$ cat src/rtl/covox_pwm_dac.sv
// rtl/covox_pwm_dac.sv - covox byte capture, beeper/tape mixer and 1-bit PWM audio output
//
// Optional build macro: COVOX_SIGMA_DELTA_EN
//   undefined : fixed-period PWM; the mix is latched once per period.
//   defined   : first-order sigma-delta; the mix feeds an accumulator every cycle.

module covox_pwm_dac #(
  parameter int          PWM_BITS    = 8,
  parameter int          SYNC_STAGES = 2,
  parameter int unsigned BEEP_LEVEL  = 64,
  parameter int unsigned TAPE_LEVEL  = 16
) (
  input  logic       cpu_clock,
  input  logic       reset,
  input  logic       covox_wr,
  input  logic [7:0] d,
  input  logic       beeper,
  input  logic       tapeout,
  output logic       pwm_out,
  output logic       sample_strobe,
  output logic [7:0] sample
);

  // The mix needs two guard bits: an 8-bit sample plus both levels can exceed full scale.
  localparam int             MW      = PWM_BITS + 2;
  localparam logic [MW-1:0]  MIX_MAX = MW'((64'd1 << PWM_BITS) - 64'd1);

  // Synchronizer chains; index SYNC_STAGES-1 is the stage the rest of the design uses.
  logic [SYNC_STAGES-1:0]      r_wr_sync;
  logic [SYNC_STAGES-1:0][7:0] r_d_sync;
  logic [SYNC_STAGES-1:0]      r_beep_sync;
  logic [SYNC_STAGES-1:0]      r_tape_sync;

  logic       w_cs;
  logic [7:0] w_ds;
  logic       w_bs;
  logic       w_ts;

  logic       r_cs_prev;
  logic [7:0] r_d_hold;
  logic [7:0] r_sample;
  logic       r_strobe;
  logic       w_fall;

  logic [MW-1:0]       w_sample_ext;
  logic [MW-1:0]       w_m;
  logic [PWM_BITS-1:0] w_mix;

  assign w_cs = r_wr_sync[SYNC_STAGES-1];
  assign w_ds = r_d_sync[SYNC_STAGES-1];
  assign w_bs = r_beep_sync[SYNC_STAGES-1];
  assign w_ts = r_tape_sync[SYNC_STAGES-1];

  // Shift every asynchronous input through its own equal-depth chain so data and strobe stay aligned.
  always_ff @(posedge cpu_clock) begin
    if (reset) begin
      r_wr_sync   <= '0;
      r_d_sync    <= '0;
      r_beep_sync <= '0;
      r_tape_sync <= '0;
    end else begin
      r_wr_sync   <= {r_wr_sync[SYNC_STAGES-2:0], covox_wr};
      r_d_sync    <= {r_d_sync[SYNC_STAGES-2:0], d};
      r_beep_sync <= {r_beep_sync[SYNC_STAGES-2:0], beeper};
      r_tape_sync <= {r_tape_sync[SYNC_STAGES-2:0], tapeout};
    end
  end

  // The byte is committed on the falling edge of the strobe, using the data seen while it was high.
  assign w_fall = r_cs_prev & ~w_cs;

  // Track the bus while the strobe is high and publish the held byte when the strobe drops.
  always_ff @(posedge cpu_clock) begin
    if (reset) begin
      r_cs_prev <= 1'b0;
      r_d_hold  <= '0;
      r_sample  <= '0;
      r_strobe  <= 1'b0;
    end else begin
      r_cs_prev <= w_cs;
      if (w_cs) begin
        r_d_hold <= w_ds;
      end
      if (w_fall) begin
        r_sample <= r_d_hold;
      end
      r_strobe <= w_fall;
    end
  end

  // Left-align the byte into the PWM range, add the beeper/tape levels and clip at full scale.
  assign w_sample_ext = MW'(r_sample) << (PWM_BITS - 8);
  assign w_m          = w_sample_ext
                      + (w_bs ? MW'(BEEP_LEVEL) : MW'(0))
                      + (w_ts ? MW'(TAPE_LEVEL) : MW'(0));
  assign w_mix        = (w_m > MIX_MAX) ? {PWM_BITS{1'b1}} : w_m[PWM_BITS-1:0];

`ifdef COVOX_SIGMA_DELTA_EN

  // Top bit of the accumulator is the carry of the latest addition and doubles as the output bit.
  logic [PWM_BITS:0] r_acc;
  logic [PWM_BITS:0] w_acc_next;

  assign w_acc_next = {1'b0, r_acc[PWM_BITS-1:0]} + {1'b0, w_mix};

  // Accumulate the mix every cycle; the overflow density equals mix / 2^PWM_BITS.
  always_ff @(posedge cpu_clock) begin
    if (reset) begin
      r_acc <= '0;
    end else begin
      r_acc <= w_acc_next;
    end
  end

  assign pwm_out = r_acc[PWM_BITS];

`else

  logic [PWM_BITS-1:0] r_cnt;
  logic [PWM_BITS-1:0] r_duty;
  logic                r_pwm;
  logic                w_reload;
  logic [PWM_BITS-1:0] w_cnt_next;
  logic [PWM_BITS-1:0] w_duty_next;

  // Duty only changes as the counter wraps, so every period is built from a single value.
  assign w_reload    = (r_cnt == {PWM_BITS{1'b1}});
  assign w_cnt_next  = r_cnt + PWM_BITS'(1);
  assign w_duty_next = w_reload ? w_mix : r_duty;

  // Free-running period counter, period-latched duty and registered comparator output.
  always_ff @(posedge cpu_clock) begin
    if (reset) begin
      r_cnt  <= '0;
      r_duty <= '0;
      r_pwm  <= 1'b0;
    end else begin
      r_cnt  <= w_cnt_next;
      r_duty <= w_duty_next;
      r_pwm  <= (w_cnt_next < w_duty_next);
    end
  end

  assign pwm_out = r_pwm;

`endif

  assign sample_strobe = r_strobe;
  assign sample        = r_sample;

endmodule

$ cat config.mk
export PLATFORM = sky130hd
export DESIGN_NAME = covox_pwm_dac
export DESIGN_NICKNAME = d
export VERILOG_FILES = /design/src/rtl/covox_pwm_dac.sv
export SDC_FILE = /design/constraint.sdc
export NUM_CORES = 1
export LEC_CHECK = 0
export CAP_MARGIN = 20
export CELL_PAD_IN_SITES_DETAIL_PLACEMENT = 0
export CELL_PAD_IN_SITES_GLOBAL_PLACEMENT = 1
export CORE_AREA = 4 4 125 79
export CTS_BUF_LIST = sky130_fd_sc_hd__clkbuf_8
export CTS_CLUSTER_DIAMETER = 100
export DETAILED_ROUTE_END_ITERATION = 16
export DIE_AREA = 0 0 129 83
export PLACE_DENSITY_LB_ADDON = 0.1
export SYNTH_ARGS = -nofsm -noshare
export SYNTH_HDL_FRONTEND = slang
export SYNTH_SLANG_ARGS = --single-unit
$ cat constraint.sdc
create_clock -name cpu_clock -period 2.7 [get_ports cpu_clock]
set_input_delay 0.54 -clock cpu_clock [delete_from_list [all_inputs] [get_ports cpu_clock]]
set_output_delay 0.54 -clock cpu_clock [all_outputs]
set_load 0.01 [all_outputs]
# == Yosys cells after proc, flatten, opt, wreduce, memory -nomap -nowiden ==
# Index checks and enable logic that the tools add are counted.
# word_totals
regBits,57
output_inout_bits,10
elab_cells,24
# classes
n_eq_ne,1
n_addsub,3
order_cmp,2
bitwise_logic,2
muxes,4
# ops
op,n
$mux W8,2
$add A9 B5 Y10,1
$gt A10 B8 Y1 const B,1
$add A8 B7 Y9,1
$add A8 B1 Y8 const B,1
$eq A8 B8 Y1 const B,1
$lt A8 B8 Y1,1
$mux W7,1
$mux W5,1
$and A1 B1 Y1,1
$not A1 Y1,1

# == Longest topological paths before layout ==
# Gate-level depths: netlist (run 1).
# logic_depth
depth_word,7
ltp_mapped,10
depth_no_buf,10

# == Least setup slack after synthesis (run 1) ==
# OpenSTA, ideal clock, no wires.
# synth_path
path_type,register to register
startpoint,"register r_sample[4], in the netlist sample[4]"
endpoint,"register r_pwm, in the netlist pwm_out"
path_buffers,0
period_less_slack_ps,2353
arrival_time_ps,2285
path_stages_with_launch,11
required_time_ps,2631
slack_ps,347
path_cell_list,dfxtp_1 > ha_1 > ha_1 > a21oi_1 > o211ai_2 > o22ai_2 > ha_1 > a21oi_1 > o211ai_1 > or3_1 > o21ai_1
# synth_via
elab_chain_len,6
# synth_lines
item,line_no,source
from (decl),41,logic [7:0] r_sample;
from (signal assigned),85,r_sample <= r_d_hold;
$add A8 B7 Y9 (*),94,+ (w_bs ? MW'(BEEP_LEVEL) : MW'(0))
$add A9 B5 Y10 (*),95,+ (w_ts ? MW'(TAPE_LEVEL) : MW'(0));
$gt A10 B8 Y1,96,assign w_mix = (w_m > MIX_MAX) ? {PWM_BITS{1'b1}} : w_m[PWM_BITS-1:0];
$mux W8 (*),96,
$mux W8 (*),129,assign w_duty_next = w_reload ? w_mix : r_duty;
$lt A8 B8 Y1 (*),140,r_pwm <= (w_cnt_next < w_duty_next);
to (signal assigned),140,
to (decl),121,logic r_pwm;
# Mark *: on every way between the ends. The rest lies on a longest branch, timed or not.
# A chain may end at the register's enable or synchronous reset.

# == Worst setup path after layout (run 1) ==
# Same ends and word-level chain as after synthesis.

==> qor.yml, run 1 <==
logic_synthesis:
  synth_cells: 210
  ys_seq_elements: 57
  yosysWarnings: 0
  synth.avg_cell_area_um2: 10.2
  ys_seq_area_frac: 0.533
  ys_types: 35
  synth_area_mm2: 0.00214
  syn_nets: 234
timing:
  setup_viol: 0
  fmax_ghz: 0.404
  max-slew-margin-rel: 0.615
  rsz0062_at_grt: "false"
  totalNegativeSetupSlack_ps: 0
  tightestPinTransition_ps: 577
  slew_viol_final: 0
  whs_ps: 433
  min_period_ps: 2470
  min_period_over_period: 0.916
  finClkSkew_ps: 9.20
  hold_violations: 0
grt:
  grt_max_degree: 31
  grt.overflow.total: 0
  grt_pass1_vias: 1342
  grt_antenna_before_repair: 0
  grt_pass1_wl_mm: 7.21
  grt_use_total: 0.0915
die:
  initial_utilization: 0.242
  die_x_um: 129
  num_rows: 27
  coreArea_mm2: 0.00885
  fp.dieArea_mm2: 0.0107
  die_h_um: 83
  pin_count: 23
pwr:
  p_int_uw: 1280
  power_switching_uw: 353
  switching_share: 0.217
  p_clk_frac: 0.408
  leakagePower_uw: 0.00105
  pwr-share-seq: 0.538
  powerDensity_mw_per_mm2: 611
  p_comb_frac: 0.054
  peakVddDrop_mv: 0.297
  finalPower_uw: 1630
final_layout:
  antenna_cells: 0
  final_nets: 264
  drive_gt1_frac: 0.119
  post-route-util: 0.301
  area_growth_pct: 24.4
hold_path:
  hold_start: "r_d_sync[3]"
  min_path_type: "flip-flop to flip-flop"
  holdPathEnd: "w_ds[3]"
  whs_path_depth: 1
route:
  vias: 1482
  ant_nets: 0
  drt-vias-per-instance: 4.13
  drtIter0Drc: 58
  wl_per_cell_um: 12.6
  first_pass_iters: 4
  wl_mm: 4.52
  drc: 0
worst_setup_path:
  path_buf_inv: 1
  ff2ff_setup_slack_ps: 230
  path_class: "flip-flop to flip-flop"
  crit_chain: "ha_1, ha_1, a21oi_1, o211ai_2, buf_4, o22ai_2, ha_1, a21oi_1, o211ai_1, or3_1, o21ai_1"
  start_kind: "flip-flop"
  cp_data_arrival_time_ps: 2730
  cpMostUsedCell: "ha_1"
  crit_fanout: 6
  endpoint_kind: "flip-flop"
  rr_worst_depth: 11
  slowest_delay_ps: 350
  worstPathRequired_ps: 2960
  reg2reg_from: "sample[4]"
  critical_path.top_delay_family: "compound AO/OA/AOI/OAI gates"
  slowest_stage: "or3_1"
  r2r-end: "pwm_out"
clocking:
  cts-root-buf: "clkbuf_8"
  path_clk_slew_ps: 60
  htreeDepth: 3
  postCtsSetupBuffers: 0
  insertion_delay_ps: 330
  numCtsBuffers: 9
  clockBufferDepth: 2
  clock_sinks: 57
  cts_tree: "built"
  cts-resized-gates: 0
  cts_hold_buf: 0
run_status:
  status: "finished clean"
placed_design:
  numPortBuffers: 22
  gp_congestion: 0.725
  dp_hpwl_mm: 3.23
run:
  maxCapViolations: 0
==> sequential cells by signal (all words and copies together) (netlist names) <==
signal         flops
r_cnt              8
r_d_hold           8
r_d_sync           8
r_duty             8
sample             8
w_ds               8
r_beep_sync        2
r_tape_sync        2
r_wr_sync          2
pwm_out            1
r_cs_prev          1
sample_strobe      1
==> area by class of cell <==
type	instances	area [µm²]
Fill cell	937	6190
Clock buffer	11	151
Multi-Input combinational cell	142	948
Clock inverter	3	11.3
Sequential cell	57	1140
Inverter	2	7.51
Tap cell	116	145
Timing Repair Buffer	28	260
==> power by group through the flow <==
stage	clock network (µW)	registers [µW]	logic [µW]
detailed placement	0	895	89.8
CTS	707	876	90.5
global placement	0	895	89.9
floorplan	0	892	49.3
finish	664	876	88.2
global route	739	878	99.8
==> cells in the final DEF (no fill, tap or decap), drive strengths merged, types with 2 or more instances in the layout <==
cell	Yosys	layout
buf	5	7
nand2	20	20
xnor2	3	3
o22ai	6	6
ha	11	11
xor2	4	4
dfxtp	57	57
nor2b	25	25
a21oi	11	11
clkbuf	4	11
and2	6	6
nand3	6	6
mux2i	8	8
o21ai	3	3
nand4	2	2
inv	2	5
nor3	2	2
nor2	21	21
clkdlybuf4s50	0	21
o211ai	2	2
and3	2	2
==> cell families after synthesis <==
kind of cell               count (synthesis)  share of synthesized area
and+or+nand+nor                           87                      0.205
DFF                                       57                      0.533
AOI/OAI and AO/OA                         29                      0.107
buffers and inverters                     11                     0.0245
adders and majority gates                 11                     0.0643
muxes                                      8                     0.0374
xor gates and xnor gates                   7                     0.0286
==> metrics by stage <==
stage / instances / cell area, µm² / setup slack [ps]
2_1_floorplan: 210 / 2140 / 347
3_3_place_gp: 345 / 2500 / 289
3_5_place_dp: 345 / 2500 / 234
4_1_cts: 359 / 2670 / 211
5_1_grt: 359 / 2670 / 0.876
6_report: 359 / 2670 / 227
==> worst reg2reg max path: cells and delay by family, from the launching register on <==
kind / cells / cell delay [ps]
simple gates: 1 / 350
buf+inv: 1 / 180
flops: 1 / 320
compound gates: 6 / 850
fa+ha+maj: 3 / 710
==> Yosys cell counts, drive strengths merged <==
cell,number,area [µm²]
o21bai,1,7.51
dfxtp,57,1140
o211ai,2,20.0
nor2b,25,156
a21o,1,7.51
o21ba,1,10.0
xnor2,3,26.3
and3,2,12.5
nor3,2,10.0
nand2b,1,6.26
xor2,4,35.0
o211a,1,10.0
mux2i,8,80.1
nand4,2,12.5
a21oi,11,55.1
o221a,1,11.3
o22ai,6,75.1
nand3,6,30.0
or3,1,6.26
inv,2,7.51
and4,1,8.76
o21ai,3,15.0
buf,5,30.0
clkbuf,4,15.0
a31oi,1,6.26
nand2,20,75.1
nor2,21,83.8
a211oi,1,12.5
and2,6,37.5
ha,11,138
==> layer usage <==
metal / vias up / share of wire / GRT usage
li1: 765 / - / -
met1: 685 / 0.58 / 0.134
met2: 28 / 0.35 / 0.104
met3: 4 / 0.065 / 0.0553
met4: 0 / 0.011 / 0.0343
met5: - / 0 / 0
==> worst max-delay path by stage <==
stage	from	endpoint	cells after the start
floorplan	sample[4]	pwm_out	10
global placement	sample[4]	pwm_out	11
detailed placement	sample[4]	pwm_out	11
CTS	sample[4]	pwm_out	11
global route	sample[4]	pwm_out	11
finish	sample[4]	pwm_out	11
Power figures use the tool's default switching activity.
==> run 2: changes to the inputs <==
--- a/config.mk
+++ b/config.mk
@@ -10,9 +10,10 @@
 export CELL_PAD_IN_SITES_GLOBAL_PLACEMENT = 1
 export CORE_AREA = 4 4 125 79
 export CTS_BUF_LIST = sky130_fd_sc_hd__clkbuf_8
-export CTS_CLUSTER_DIAMETER = 100
+export CTS_CLUSTER_DIAMETER = 40
 export DETAILED_ROUTE_END_ITERATION = 16
 export DIE_AREA = 0 0 129 83
+export MAX_ROUTING_LAYER = met4
 export PLACE_DENSITY_LB_ADDON = 0.1
 export SYNTH_ARGS = -nofsm -noshare
 export SYNTH_HDL_FRONTEND = slang
==> qor.yml, run 2 (same netlist as run 1, synthesis figures left out) <==
final_layout:
  final_nets: 264  # unchanged
  final_common_cell: "dfxtp_1"  # unchanged
  final_cell_mix: "57 x dfxtp_1, 25 x nor2b_1, 21 x clkdlybuf4s50_1"  # unchanged
  post-route-util: 0.301  # unchanged
  drive_gt1_frac: 0.119  # unchanged
  final_cells: 359  # unchanged
  nFillCells: 937  # unchanged
  antenna_cells: 0  # unchanged
  area_growth_pct: 24.4  # unchanged
route:
  drt-vias-per-instance: 4.10  # was 4.13
  first_pass_iters: 4  # unchanged
  wl_per_cell_um: 12.6  # about the same
  wl_mm: 4.51  # was 4.52 mm
  drc: 0  # unchanged
  vias: 1473  # was 1482
  drtIter0Drc: 49  # was 58
  ant_nets: 0  # unchanged
timing:
  whs_ps: 433  # about the same
  totalNegativeSetupSlack_ps: 0  # unchanged
  fmax_ghz: 0.404  # about the same
  setup_viol: 0  # unchanged
  max-slew-margin-rel: 0.615  # about the same
  hold_violations: 0  # unchanged
  finClkSkew_ps: 9.34  # was 9.20 ps
  tightestPinTransition_ps: 577  # about the same
  min_period_over_period: 0.916  # about the same
  slew_viol_final: 0  # unchanged
  rsz0062_at_grt: "false"  # unchanged
  min_period_ps: 2470  # about the same
pwr:
  peakVddDrop_mv: 0.297  # about the same
  powerDensity_mw_per_mm2: 611  # about the same
  leakagePower_uw: 0.00105  # unchanged
worst_setup_path:
  crit_fanout: 6  # unchanged
  rr_worst_depth: 11  # unchanged
  critical_path.top_delay_family: "compound AO/OA/AOI/OAI gates"  # unchanged
  path_class: "flip-flop to flip-flop"  # unchanged
  worstPathRequired_ps: 2960  # about the same
  path_buf_inv: 1  # unchanged
  crit_start: "sample[4]"  # unchanged
  start_kind: "flip-flop"  # unchanged
  reg2reg_from: "sample[4]"  # unchanged
  r2r-end: "pwm_out"  # unchanged
  slowest_delay_ps: 350  # about the same
  slowest_stage: "or3_1"  # unchanged
  cp_data_arrival_time_ps: 2730  # about the same
  cpMostUsedCell: "ha_1"  # unchanged
  endpoint_kind: "flip-flop"  # unchanged
  ff2ff_setup_slack_ps: 230  # about the same
  crit_chain: "ha_1, ha_1, a21oi_1, o211ai_2, buf_4, o22ai_2, ha_1, a21oi_1, o211ai_1, or3_1, o21ai_1"  # unchanged
grt:
  grt_antenna_before_repair: 0  # unchanged
  grt_pass1_wl_mm: 7.21  # unchanged
  grt_max_degree: 31  # unchanged
  grt_pass1_vias: 1341  # was 1342
  grt.overflow.total: 0  # unchanged
  grt_use_total: 0.0938  # was 0.0915
placed_design:
  numPortBuffers: 22  # unchanged
  dp_cells: 345  # unchanged
  gp_congestion: 0.734  # was 0.725
  dp_hpwl_mm: 3.23  # unchanged
hold_path:
  hold_start: "r_d_sync[3]"  # unchanged
  min_path_type: "flip-flop to flip-flop"  # unchanged
  whs_path_depth: 1  # unchanged
  holdPathEnd: "w_ds[3]"  # unchanged
die:
  num_rows: 27  # unchanged
  fp.dieArea_mm2: 0.0107  # unchanged
  die_h_um: 83  # unchanged
  die_x_um: 129  # unchanged
  coreArea_mm2: 0.00885  # unchanged
  initial_utilization: 0.242  # unchanged
  pin_count: 23  # unchanged
clocking:
  path_clk_slew_ps: 60  # about the same
  clock_sinks: 57  # unchanged
  cts-root-buf: "clkbuf_8"  # unchanged
  htreeDepth: 3  # unchanged
  clockBufferDepth: 2  # unchanged
  insertion_delay_ps: 330  # about the same
  postCtsSetupBuffers: 0  # unchanged
  numCtsBuffers: 9  # unchanged
  cts_hold_buf: 0  # unchanged
  cts-resized-gates: 0  # unchanged
  cts_tree: "built"  # unchanged
run_status:
  status: "finished clean"  # unchanged
run:
  maxCapViolations: 0  # unchanged
-- run 2: cell counts in the layout (fill, tap and decap cells not counted) --
Identical to the previous run, type by type.
-- run 2: worst max path at each step --
| stage | to | depth (start not counted) | slack, ps |
|---|---|---|---|
| 3_5_place_dp | pwm_out | 11 | 230 |
| 3_3_place_gp | pwm_out | 11 | 290 |
| 5_1_grt | pwm_out | 11 | 0.9 |
| 6_report | pwm_out | 11 | 230 |
| 2_1_floorplan | pwm_out | 10 | 350 |
| 4_1_cts | pwm_out | 11 | 210 |
-- run 2: routing by layer --
layer,track usage,part of all wire,up-vias
met1,0.132,0.57,678
met4,0.0343,0.011,0
li1,-,-,763
met3,0.0553,0.065,4
met5,-,0,-
met2,0.105,0.35,28
-- run 2: cell type report --
class,count,area [µm²],share of cell area
Inverter,2,7.51,0.00282
Timing Repair Buffer,28,260,0.0977
Multi-Input combinational cell,142,948,0.356
Clock buffer,11,151,0.0568
Sequential cell,57,1140,0.428
Clock inverter,3,11.3,0.00423
Tap cell,116,145,0.0545
-- run 2: report_power, final --
| part | internal [µW] | switching (µW) |
|---|---|---|
| logic | 48.1 | 40.0 |
| registers | 865 | 10.9 |
| clock network | 363 | 302 |
| total | 1280 | 353 |
-- run 2: metrics by stage --
step / instance area (µm²) / setup WS, ps / power [µW]
final: 2670 / 227 / 1630
after global routing: 2670 / 0.876 / 1720
after CTS: 2670 / 211 / 1670
after detailed placement: 2500 / 234 / 984
after global placement: 2500 / 289 / 985
after floorplan: 2140 / 347 / 941
==> run 3: changes to the inputs <==
--- a/config.mk
+++ b/config.mk
@@ -15,6 +15,7 @@
 export DIE_AREA = 0 0 129 83
 export MAX_ROUTING_LAYER = met4
 export PLACE_DENSITY_LB_ADDON = 0.1
+export SLEW_MARGIN = 20
 export SYNTH_ARGS = -nofsm -noshare
 export SYNTH_HDL_FRONTEND = slang
 export SYNTH_SLANG_ARGS = --single-unit
==> results of run 3 <==
The final DEF is identical to that of run 2; final timing and power are the same.
